===== config.mk =====
export PLATFORM = sky130hd
export DESIGN_NAME = uart_rx_frame
export DESIGN_NICKNAME = d
export VERILOG_FILES = /design/src/rtl/uart_rx_frame.sv
export SDC_FILE = /design/constraint.sdc
export NUM_CORES = 1
export LEC_CHECK = 0
export ABC_CLOCK_PERIOD_IN_PS = 4000
export BUFFER_PORTS_ARGS = -buffer_cell sky130_fd_sc_hd__buf_2
export CORE_MARGIN = 1
export CORE_UTILIZATION = 49
export DETAILED_ROUTE_END_ITERATION = 8
export PLACE_DENSITY = 0.69
export SYNTH_ARGS = -nofsm -noshare
export SYNTH_HDL_FRONTEND = slang
export SYNTH_SLANG_ARGS = --single-unit

===== constraint.sdc =====
create_clock -name clk -period 4 [get_ports clk]
set_clock_uncertainty 0.2 [all_clocks]
set_input_delay 0.4 -clock clk [delete_from_list [all_inputs] [get_ports clk]]
set_output_delay 0.4 -clock clk [all_outputs]
set_load 0.01 [all_outputs]

===== src/rtl/uart_rx_frame.sv =====
// ============================================================================
// uart_rx_frame
// ----------------------------------------------------------------------------
// Oversampled UART receiver. It collects N_BYTES serial bytes and presents
// them as one parallel word with a valid/ready handshake. It also detects
// framing errors, parity errors (optional) and overruns, and rejects short
// low glitches on the line before they can start a frame.
//
// Optional feature macro: UART_RX_PARITY_EN
//   defined   : a parity bit follows the data bits and is checked against
//               PARITY_ODD.
//   undefined : the frame is start + DATA_BITS + stop, and parity_err
//               stays 0.
//
// Ports
//   clk         in   receiver clock, OVERSAMPLE x baud
//   rst_n       in   asynchronous reset, active low
//   rx          in   serial line, idle high, asynchronous to clk
//   data        out  assembled word; byte 0 is in the LSBs
//   valid       out  word available, held until accepted
//   ready       in   consumer takes the word when valid & ready
//   busy        out  receiver not idle, or a partial word is buffered
//   frame_err   out  1-clk pulse: stop bit sampled low
//   parity_err  out  1-clk pulse: parity mismatch
//   overrun     out  1-clk pulse: word completed while the previous one
//                    was still pending
// ============================================================================
module uart_rx_frame #(
    parameter int unsigned DATA_BITS  = 8,
    parameter int unsigned N_BYTES    = 2,
    parameter int unsigned OVERSAMPLE = 16,
    parameter int unsigned PARITY_ODD = 0
) (
    input  logic                           clk,
    input  logic                           rst_n,
    input  logic                           rx,
    output logic [DATA_BITS*N_BYTES-1:0]   data,
    output logic                           valid,
    input  logic                           ready,
    output logic                           busy,
    output logic                           frame_err,
    output logic                           parity_err,
    output logic                           overrun
);

    localparam int unsigned WORD_W = DATA_BITS * N_BYTES;
    localparam int unsigned TICK_W = $clog2(OVERSAMPLE);
    localparam int unsigned BIT_W  = $clog2(DATA_BITS);
    localparam int unsigned IDX_W  = (N_BYTES > 1) ? $clog2(N_BYTES) : 1;

    localparam logic [TICK_W-1:0] TICK_MID  = TICK_W'(OVERSAMPLE / 2 - 1);
    localparam logic [TICK_W-1:0] TICK_LAST = TICK_W'(OVERSAMPLE - 1);
    localparam logic [BIT_W-1:0]  BIT_LAST  = BIT_W'(DATA_BITS - 1);
    localparam logic [IDX_W-1:0]  IDX_LAST  = IDX_W'(N_BYTES - 1);

    // Elaboration-time parameter range checks
    if (DATA_BITS < 5 || DATA_BITS > 9) begin : g_chk_data_bits
        $error("uart_rx_frame: DATA_BITS must be 5..9");
    end
    if (N_BYTES < 1 || N_BYTES > 8) begin : g_chk_n_bytes
        $error("uart_rx_frame: N_BYTES must be 1..8");
    end
    if (OVERSAMPLE < 4 || (OVERSAMPLE % 2) != 0) begin : g_chk_oversample
        $error("uart_rx_frame: OVERSAMPLE must be even and >= 4");
    end
    if (PARITY_ODD > 1) begin : g_chk_parity_odd
        $error("uart_rx_frame: PARITY_ODD must be 0 or 1");
    end

`ifdef UART_RX_PARITY_EN
    typedef enum logic [2:0] {
        S_IDLE    = 3'd0,
        S_START   = 3'd1,
        S_DATA    = 3'd2,
        S_PARITY  = 3'd3,
        S_STOP    = 3'd4,
        S_WAIT_HI = 3'd5
    } state_t;
`else
    typedef enum logic [2:0] {
        S_IDLE    = 3'd0,
        S_START   = 3'd1,
        S_DATA    = 3'd2,
        S_STOP    = 3'd4,
        S_WAIT_HI = 3'd5
    } state_t;
`endif

    // Registers
    logic                 r_rx_s1;
    logic                 r_rx_s2;
    state_t               r_state;
    logic [TICK_W-1:0]    r_tick;
    logic [BIT_W-1:0]     r_bit;
    logic [DATA_BITS-1:0] r_shift;
    logic [IDX_W-1:0]     r_idx;
    logic [WORD_W-1:0]    r_word;
    logic [WORD_W-1:0]    r_data;
    logic                 r_valid;
    logic                 r_busy;
    logic                 r_frame_err;
    logic                 r_parity_err;
    logic                 r_overrun;

    // Next-state values
    logic                 w_rx_s;
    state_t               w_state_nxt;
    logic [TICK_W-1:0]    w_tick_nxt;
    logic [BIT_W-1:0]     w_bit_nxt;
    logic [DATA_BITS-1:0] w_shift_nxt;
    logic [IDX_W-1:0]     w_idx_nxt;
    logic [WORD_W-1:0]    w_word_nxt;
    logic [WORD_W-1:0]    w_data_nxt;
    logic                 w_valid_nxt;
    logic                 w_busy_nxt;
    logic                 w_frame_err_nxt;
    logic                 w_parity_err_nxt;
    logic                 w_overrun_nxt;
    logic                 w_par_bad;

`ifdef UART_RX_PARITY_EN
    // Running XOR of data and parity bits, seeded with PARITY_ODD so that a
    // non-zero result always means a mismatch.
    logic r_par_acc;
    logic w_par_acc_nxt;
    assign w_par_bad = r_par_acc;
`else
    assign w_par_bad = 1'b0;
`endif

    assign w_rx_s = r_rx_s2;

    // Next-state, datapath and output logic
    always_comb begin
        w_state_nxt      = r_state;
        w_tick_nxt       = r_tick;
        w_bit_nxt        = r_bit;
        w_shift_nxt      = r_shift;
        w_idx_nxt        = r_idx;
        w_word_nxt       = r_word;
        w_data_nxt       = r_data;
        w_valid_nxt      = r_valid;
        w_frame_err_nxt  = 1'b0;
        w_parity_err_nxt = 1'b0;
        w_overrun_nxt    = 1'b0;
`ifdef UART_RX_PARITY_EN
        w_par_acc_nxt    = r_par_acc;
`endif

        // Handshake; a completion in the same cycle below overrides this
        if (r_valid && ready) begin
            w_valid_nxt = 1'b0;
        end

        case (r_state)
            S_IDLE: begin
                if (!w_rx_s) begin
                    w_state_nxt = S_START;
                    w_tick_nxt  = '0;
                end
            end

            S_START: begin
                if (r_tick == TICK_MID) begin
                    w_tick_nxt = '0;
                    w_bit_nxt  = '0;
                    // Line back high at mid-start: a glitch, drop silently
                    if (w_rx_s) begin
                        w_state_nxt = S_IDLE;
                    end else begin
                        w_state_nxt = S_DATA;
`ifdef UART_RX_PARITY_EN
                        w_par_acc_nxt = 1'(PARITY_ODD);
`endif
                    end
                end else begin
                    w_tick_nxt = r_tick + TICK_W'(1);
                end
            end

            S_DATA: begin
                if (r_tick == TICK_LAST) begin
                    w_tick_nxt  = '0;
                    w_shift_nxt = {w_rx_s, r_shift[DATA_BITS-1:1]};
`ifdef UART_RX_PARITY_EN
                    w_par_acc_nxt = r_par_acc ^ w_rx_s;
`endif
                    if (r_bit == BIT_LAST) begin
                        w_bit_nxt = '0;
`ifdef UART_RX_PARITY_EN
                        w_state_nxt = S_PARITY;
`else
                        w_state_nxt = S_STOP;
`endif
                    end else begin
                        w_bit_nxt = r_bit + BIT_W'(1);
                    end
                end else begin
                    w_tick_nxt = r_tick + TICK_W'(1);
                end
            end

`ifdef UART_RX_PARITY_EN
            S_PARITY: begin
                if (r_tick == TICK_LAST) begin
                    w_tick_nxt    = '0;
                    w_par_acc_nxt = r_par_acc ^ w_rx_s;
                    w_state_nxt   = S_STOP;
                end else begin
                    w_tick_nxt = r_tick + TICK_W'(1);
                end
            end
`endif

            S_STOP: begin
                if (r_tick == TICK_LAST) begin
                    w_tick_nxt       = '0;
                    w_parity_err_nxt = w_par_bad;
                    if (!w_rx_s) begin
                        // Framing error: drop the whole partial word
                        w_frame_err_nxt = 1'b1;
                        w_idx_nxt       = '0;
                        w_state_nxt     = S_WAIT_HI;
                    end else if (w_par_bad) begin
                        w_idx_nxt   = '0;
                        w_state_nxt = S_IDLE;
                    end else begin
                        w_state_nxt = S_IDLE;
                        w_word_nxt[32'(r_idx)*DATA_BITS +: DATA_BITS] = r_shift;
                        if (r_idx == IDX_LAST) begin
                            w_idx_nxt = '0;
                            if (!r_valid || ready) begin
                                w_data_nxt  = w_word_nxt;
                                w_valid_nxt = 1'b1;
                            end else begin
                                w_overrun_nxt = 1'b1;
                            end
                        end else begin
                            w_idx_nxt = r_idx + IDX_W'(1);
                        end
                    end
                end else begin
                    w_tick_nxt = r_tick + TICK_W'(1);
                end
            end

            // Hold off start detection while the line sits low (break)
            S_WAIT_HI: begin
                if (w_rx_s) begin
                    w_state_nxt = S_IDLE;
                end
            end

            default: begin
                w_state_nxt = S_IDLE;
                w_tick_nxt  = '0;
            end
        endcase

        w_busy_nxt = (w_state_nxt != S_IDLE) || (w_idx_nxt != '0);
    end

    // State and datapath registers
    always_ff @(posedge clk or negedge rst_n) begin
        if (!rst_n) begin
            r_rx_s1      <= 1'b1;
            r_rx_s2      <= 1'b1;
            r_state      <= S_IDLE;
            r_tick       <= '0;
            r_bit        <= '0;
            r_shift      <= '0;
            r_idx        <= '0;
            r_word       <= '0;
            r_data       <= '0;
            r_valid      <= 1'b0;
            r_busy       <= 1'b0;
            r_frame_err  <= 1'b0;
            r_parity_err <= 1'b0;
            r_overrun    <= 1'b0;
        end else begin
            r_rx_s1      <= rx;
            r_rx_s2      <= r_rx_s1;
            r_state      <= w_state_nxt;
            r_tick       <= w_tick_nxt;
            r_bit        <= w_bit_nxt;
            r_shift      <= w_shift_nxt;
            r_idx        <= w_idx_nxt;
            r_word       <= w_word_nxt;
            r_data       <= w_data_nxt;
            r_valid      <= w_valid_nxt;
            r_busy       <= w_busy_nxt;
            r_frame_err  <= w_frame_err_nxt;
            r_parity_err <= w_parity_err_nxt;
            r_overrun    <= w_overrun_nxt;
        end
    end

`ifdef UART_RX_PARITY_EN
    // Parity accumulator register
    always_ff @(posedge clk or negedge rst_n) begin
        if (!rst_n) begin
            r_par_acc <= 1'b0;
        end else begin
            r_par_acc <= w_par_acc_nxt;
        end
    end
`endif

    assign data       = r_data;
    assign valid      = r_valid;
    assign busy       = r_busy;
    assign frame_err  = r_frame_err;
    assign parity_err = r_parity_err;
    assign overrun    = r_overrun;

endmodule

==> results_dict.tcl, run 1 <==
set metrics [dict create \
    die_w_um 68.87 \
    period_needed_ns 2.685 \
    hold_path.class "input pin to asynchronous set/reset pin" \
    core-area_sq_mm 0.004144 \
    dpl.hpwl_um 2557 \
    ctsResizeCount 0 \
    place_congestion 0.9717 \
    cts.sinks 49 \
    relSlewSlack_pct 30.86 \
    finalSetupTns_ns 0 \
    slew_violations 0 \
    antenna_found_initial 0 \
    vdd_drop_max_mv 0.2852 \
    root_buffer "clkbuf_8" \
    synth-seq-cells 49 \
    via_per_inst 5.667 \
    path_clk_slew_ns 0.09 \
    numCtsBuffers 5 \
    clk_path_buf_depth 2 \
    drtPass1Iterations 4 \
    cp_max_fo 16 \
    place_ws_ns 1.347 \
    clkLatencyLatePin_ns 0.30 \
    rsz0062_at_grt "no" \
    outcome "finished clean" \
    postSynthCellCount 164 \
    syn2layout_area_growth_pct 9.309 \
    cap_violations 0 \
    ff_latch_area_sq_mm 0.001229 \
    cts_tree "yes" \
    wl_per_cell_um 15.69 \
    yosys_warnings 0 \
    final_nets 193 \
    hold_viol_final 0 \
    multi_input_area_sq_um 865.8 \
    fillCellCount 350 \
    ys.flop_type "dfrtp_1" \
    async_flop_share_pct 100.0 \
    routed_wl_um 3719 \
    vias 1343 \
    setup_viol 0 \
    critical_path_class "flop to flop" \
    worstRegToRegCells 5 \
    h-tree-depth 2 \
    ant_nets 0 \
    n_antenna_cell 0 \
    overflow 0 \
    period_share_pct 67.14 \
    ioPinCount 25 \
    crit_arrival_ns 2.67 \
    fp-row-count 23 \
    r2r-end "data[6]" \
    yosysUniqueCellTypes 42 \
    r2r_slack_ns 1.31 \
    track_usage_pct 17.71 \
    grt_start_max_net_pins 50 \
    grt_pass1_wl_um 6023 \
    worstSetupStartpoint "r_tick[0]" \
    dieArea_sq_mm 0.004742 \
    worstReg2RegStart "r_tick[0]" \
    yosysSeqAreaShare_pct 56.08 \
    fmax_mhz 372.4 \
    numPortBuffers 23 \
    setup.worst_path.start_class "flop" \
    avgSynthCellArea_sq_um 13.36 \
    synth_edf_count 0 \
    endpoint "data[6]" \
    required_ns 3.99 \
    syn-cell-area_sq_mm 0.002191 \
    tightest_slew_ns 1.037 \
    drive_gt1_share_pct 38.50 \
    total_leakage_power_nw 1.214 \
    dr.first_iter.drc_count 62 \
    endpoint_kind "flop" \
    grt_pass1_vias 1325 \
    power.density_mw_per_mm2 424.6 \
    start_util_pct 52.87 \
    setup_ws_ns 1.315 \
    drc 0 \
    syn_nets 171 \
    fp.dieH_um 68.87 \
    finalPower_mw 1.017 \
]
==> per-stage QoR <==
step	cells	util (%)	area [sq um]	hold WS, ns
after floorplan	164	-	2191	-0.09559
after global placement	228	55.46	2298	0.1475
after detailed placement	228	55.46	2298	0.1501
after CTS	237	57.79	2395	0.1209
after global routing	237	57.79	2395	0.1683
final	237	57.79	2395	0.07558
==> cell usage in the layout (no fill, tap or decap), types with 5 or more instances in the layout <==
| cell type | count |
|---|---|
| dfrtp_1 | 47 |
| nand2_1 | 12 |
| mux2_2 | 24 |
| clkbuf_8 | 5 |
| mux2_4 | 10 |
| nand2b_1 | 8 |
| buf_2 | 23 |
| inv_1 | 7 |
| o21ai_0 | 6 |
==> registers in the layout, summed over array words and instances, names as in the netlist <==
register,cells
busy,1
data,16
frame_err,1
overrun,1
r_bit,3
r_idx,1
r_rx_s1,1
r_rx_s2,1
r_shift,8
r_state,3
r_tick,4
r_word,8
valid,1
==> what timing repair did <==
item / CTS / global route
buffers inserted: 0 / 0
hold buffers: 1 / 0
endpoints found under the hold margin: 1 / 0
==> critical path, stage by stage, from the launching register on <==
cell and delay (ns):
dfrtp_1 0.39, ha_1 0.29, and3_1 0.37, nand4_4 0.14
nor2b_2 0.78, mux2_2 0.41
==> power by group <==
part / total, mW / internal (mW) / switching [mW]
sequential: 0.573 / 0.526 / 0.0469
clock: 0.288 / 0.125 / 0.164
combinational: 0.155 / 0.0732 / 0.0820
total: 1.02 / 0.724 / 0.293
==> worst min-delay path by stage <==
stage                    to  startpoint  depth (start not counted)  slack, ns
floorplan              busy       rst_n                          0       -0.1
global placement    r_rx_s2     r_rx_s1                          0       0.15
detailed placement  r_rx_s2     r_rx_s1                          0       0.15
CTS                 data[2]       rst_n                          1       0.12
global route        data[1]       rst_n                          1       0.17
finish              data[2]       rst_n                          1       0.08
==> cell families (layout without fill, tap and decap cells) <==
| kind of cell | Yosys count | count (layout) | share of synthesized area, % |
|---|---|---|---|
| AOI/OAI and AO/OA | 21 | 21 | 6.397 |
| xor gates and xnor gates | 1 | 1 | 0.3998 |
| adders and majority gates | 3 | 3 | 1.713 |
| buffers and inverters | 16 | 39 | 4.397 |
| DFF | 49 | 49 | 56.08 |
| muxes | 37 | 37 | 20.62 |
| other | 1 | 1 | 0.1712 |
| and+or+nand+nor | 36 | 36 | 10.22 |
==> cells in the mapped netlist (2+ instances only) <==
cell type / instances / share of area, %
dfrtp_1: 47 / 54
mux2_2: 24 / 12
nand2_1: 12 / 2.1
mux2_4: 10 / 6.9
nand2b_1: 8 / 2.3
inv_1: 7 / 1.2
o21ai_0: 6 / 1.4
buf_2: 4 / 0.91
a21oi_1: 3 / 0.69
ha_1: 3 / 1.7
nor2_1: 3 / 0.51
o22ai_1: 3 / 0.86
buf_4: 2 / 0.69
dfstp_2: 2 / 2.4
mux2i_1: 2 / 0.91
nor4_1: 2 / 0.57
==> cell type report <==
cell class	instances	share of cell area, %
inverters	7	1.097
clock inverters	2	0.5747
well taps	50	2.612
flip-flops and latches	49	51.31
repair buffers	24	5.225
multi-input cells	99	36.15
clock buffers	6	3.030
==> layer usage <==
layer  GRT usage (%)  vias to the layer above  wire [um]
met1           20.91                      670       1660
li1                -                      621          -
met4           7.653                        0         76
met5               0                        -          0
met3           4.605                        9        162
met2           30.22                       43       1819
Note: power is estimated with default switching activity, not from simulation.
==> run 2: changes to the inputs <==
- ABC_CLOCK_PERIOD_IN_PS: 4000 -> 2710
- clock period: 4 -> 2.71 ns (I/O delays scaled with it)
==> run 2 against run 1 <==
Effect of this change: critical path type unchanged; count of clock-buffer cells in the layout stayed put; global-route usage increased by 1.0 points; combinational power rose by 48%; wire length up 2.1%; hold slack got worse by 0.0043 ns; fmax up 19%.
==> results_dict.tcl, run 2 (synthesis results as in run 1) <==
set metrics [dict create \
    largest_reg_flops 16 \
    grt_pass1_wl_um 6223 \
    worstReg2RegStart "r_tick[0]" \
    final_common_cell "dfrtp_1" \
    h-tree-depth 2 \
    overflow 0 \
    root_buffer "clkbuf_8" \
    required_ns 2.70 \
    dp.cells 231 \
    outcome "finished clean" \
    place_congestion 0.9546 \
    slew_violations 0 \
    syn2layout_area_growth_pct 11.25 \
    busiest_layer "met2" \
    ioPinCount 25 \
    drc 0 \
    period_share_pct 83.61 \
    power.density_mw_per_mm2 624.2 \
    use_met3_pct 4.605 \
    fin_cells 241 \
    r2r-end "data[6]" \
    r2r_slack_ns 0.44 \
    setup.worst_path.start_class "flop" \
    drtPass1Iterations 4 \
    finalSetupTns_ns 0 \
    numCtsBuffers 5 \
    cts_tree "yes" \
    rsz0062_at_grt "no" \
    grt_pass1_vias 1328 \
    clk_path_buf_depth 2 \
    dr.first_iter.drc_count 68 \
    dpl.hpwl_um 2687 \
    endpoint_kind "flop" \
    cts.sinks 49 \
    total_leakage_power_nw 1.239 \
    hold_viol_final 0 \
    vias 1344 \
    path_clk_slew_ns 0.09 \
    grt_util_met2_pct 31.55 \
    period_needed_ns 2.266 \
    vdd_drop_max_mv 0.5656 \
    fillCellCount 332 \
    fmax_mhz 441.3 \
    cp_max_fo 16 \
    setup_viol 0 \
    hold_path.class "input pin to flop" \
    min_to "overrun" \
    via_per_inst 5.577 \
    start_util_pct 52.87 \
    cap_violations 0 \
    n_antenna_cell 0 \
    fp-row-count 23 \
    routed_wl_um 3797 \
    ant_nets 0 \
    holdPathStages 3 \
    fp.dieH_um 68.87 \
    clkLatencyLatePin_ns 0.30 \
    final_cell_area_sq_mm 0.002437 \
    numPortBuffers 23 \
    drive_gt1_share_pct 39.79 \
    final_cell_mix "47 x dfrtp_1, 24 x mux2_2, 23 x buf_2" \
    final_nets 197 \
    grtUsageMet1_pct 22.65 \
    critical_path_class "flop to flop" \
    die_w_um 68.87 \
    antenna_found_initial 0 \
    dieArea_sq_mm 0.004742 \
    crit_arrival_ns 2.25 \
    worstRegToRegCells 6 \
    track_usage_pct 18.71 \
    wl_per_cell_um 15.76 \
    worstHoldStart "ready" \
    grt_start_max_net_pins 38 \
    dpl_cell_area_sq_mm 0.002321 \
    core-area_sq_mm 0.004144 \
    ctsResizeCount 0 \
]
==> run 2: changes by cell type in the layout (fill, tap and decap cells not counted) <==
cell           delta
buf_4             +3
clkbuf_1          -1
clkbuf_8          +1
clkinv_4          +1
dlygate4sd3_1     +1
inv_6             -1
==> run 2: power by group <==
part           switching (mW)  total [mW]  internal [mW]
Clock                   0.236       0.443          0.207
Combinational           0.120       0.230          0.110
Sequential             0.0716       0.848          0.777
==> run 2: worst max path at each step <==
stage              start         to  slack (ns)  cells past startpoint
2_1_floorplan  r_tick[0]    data[0]        0.72                      8
3_3_place_gp   r_tick[0]    data[7]        0.55                      6
3_5_place_dp   r_tick[0]    data[6]        0.45                      6
4_1_cts        r_tick[0]    data[6]        0.43                      6
5_1_grt        r_tick[0]  r_word[7]        0.29                      4
6_report       r_tick[0]    data[6]        0.44                      6
==> run 2: through the flow <==
step	total power, mW	util (%)	setup slack (ns)	hold slack, ns
floorplan	1.025	-	0.7186	-0.2246
global placement	1.072	56.01	0.5532	-0.01558
detailed placement	1.086	56.01	0.4527	-0.01194
CTS	1.535	58.82	0.4273	0.06219
global route	1.599	58.82	0.2873	0.08515
finish	1.521	58.82	0.4442	0.07129
==> run 2: routing by layer <==
layer | wire, um | up-vias
met2 | 1970 | 54
li1 | - | 625
met1 | 1576 | 658
met3 | 189 | 7
met4 | 61 | 0
met5 | 0 | -
==> run 2: timing repair <==
| action | in CTS | in global routing |
|---|---|---|
| endpoints found under the setup margin | 0 | 0 |
| endpoints found under the hold margin | 13 | 0 |
| hold buffers | 2 | 0 |
| setup buffers | 0 | 0 |
==> run 2: worst max-delay path, cell delays in order, from the launching register on <==
cell and delay (ns):
dfrtp_1 0.39, ha_1 0.29, and3_1 0.37, nand4_4 0.15
nor2b_2 0.12, buf_4 0.27, mux2_2 0.37
==> run 2: area by class of cell <==
type,instances,area [sq um],area share [%]
well taps,50,62.56,2.567
clock inverters,2,13.76,0.5647
inverters,7,26.28,1.078
clock buffers,6,82.58,3.388
multi-input cells,99,865.8,35.52
flip-flops and latches,49,1229,50.41
repair buffers,28,157.7,6.468
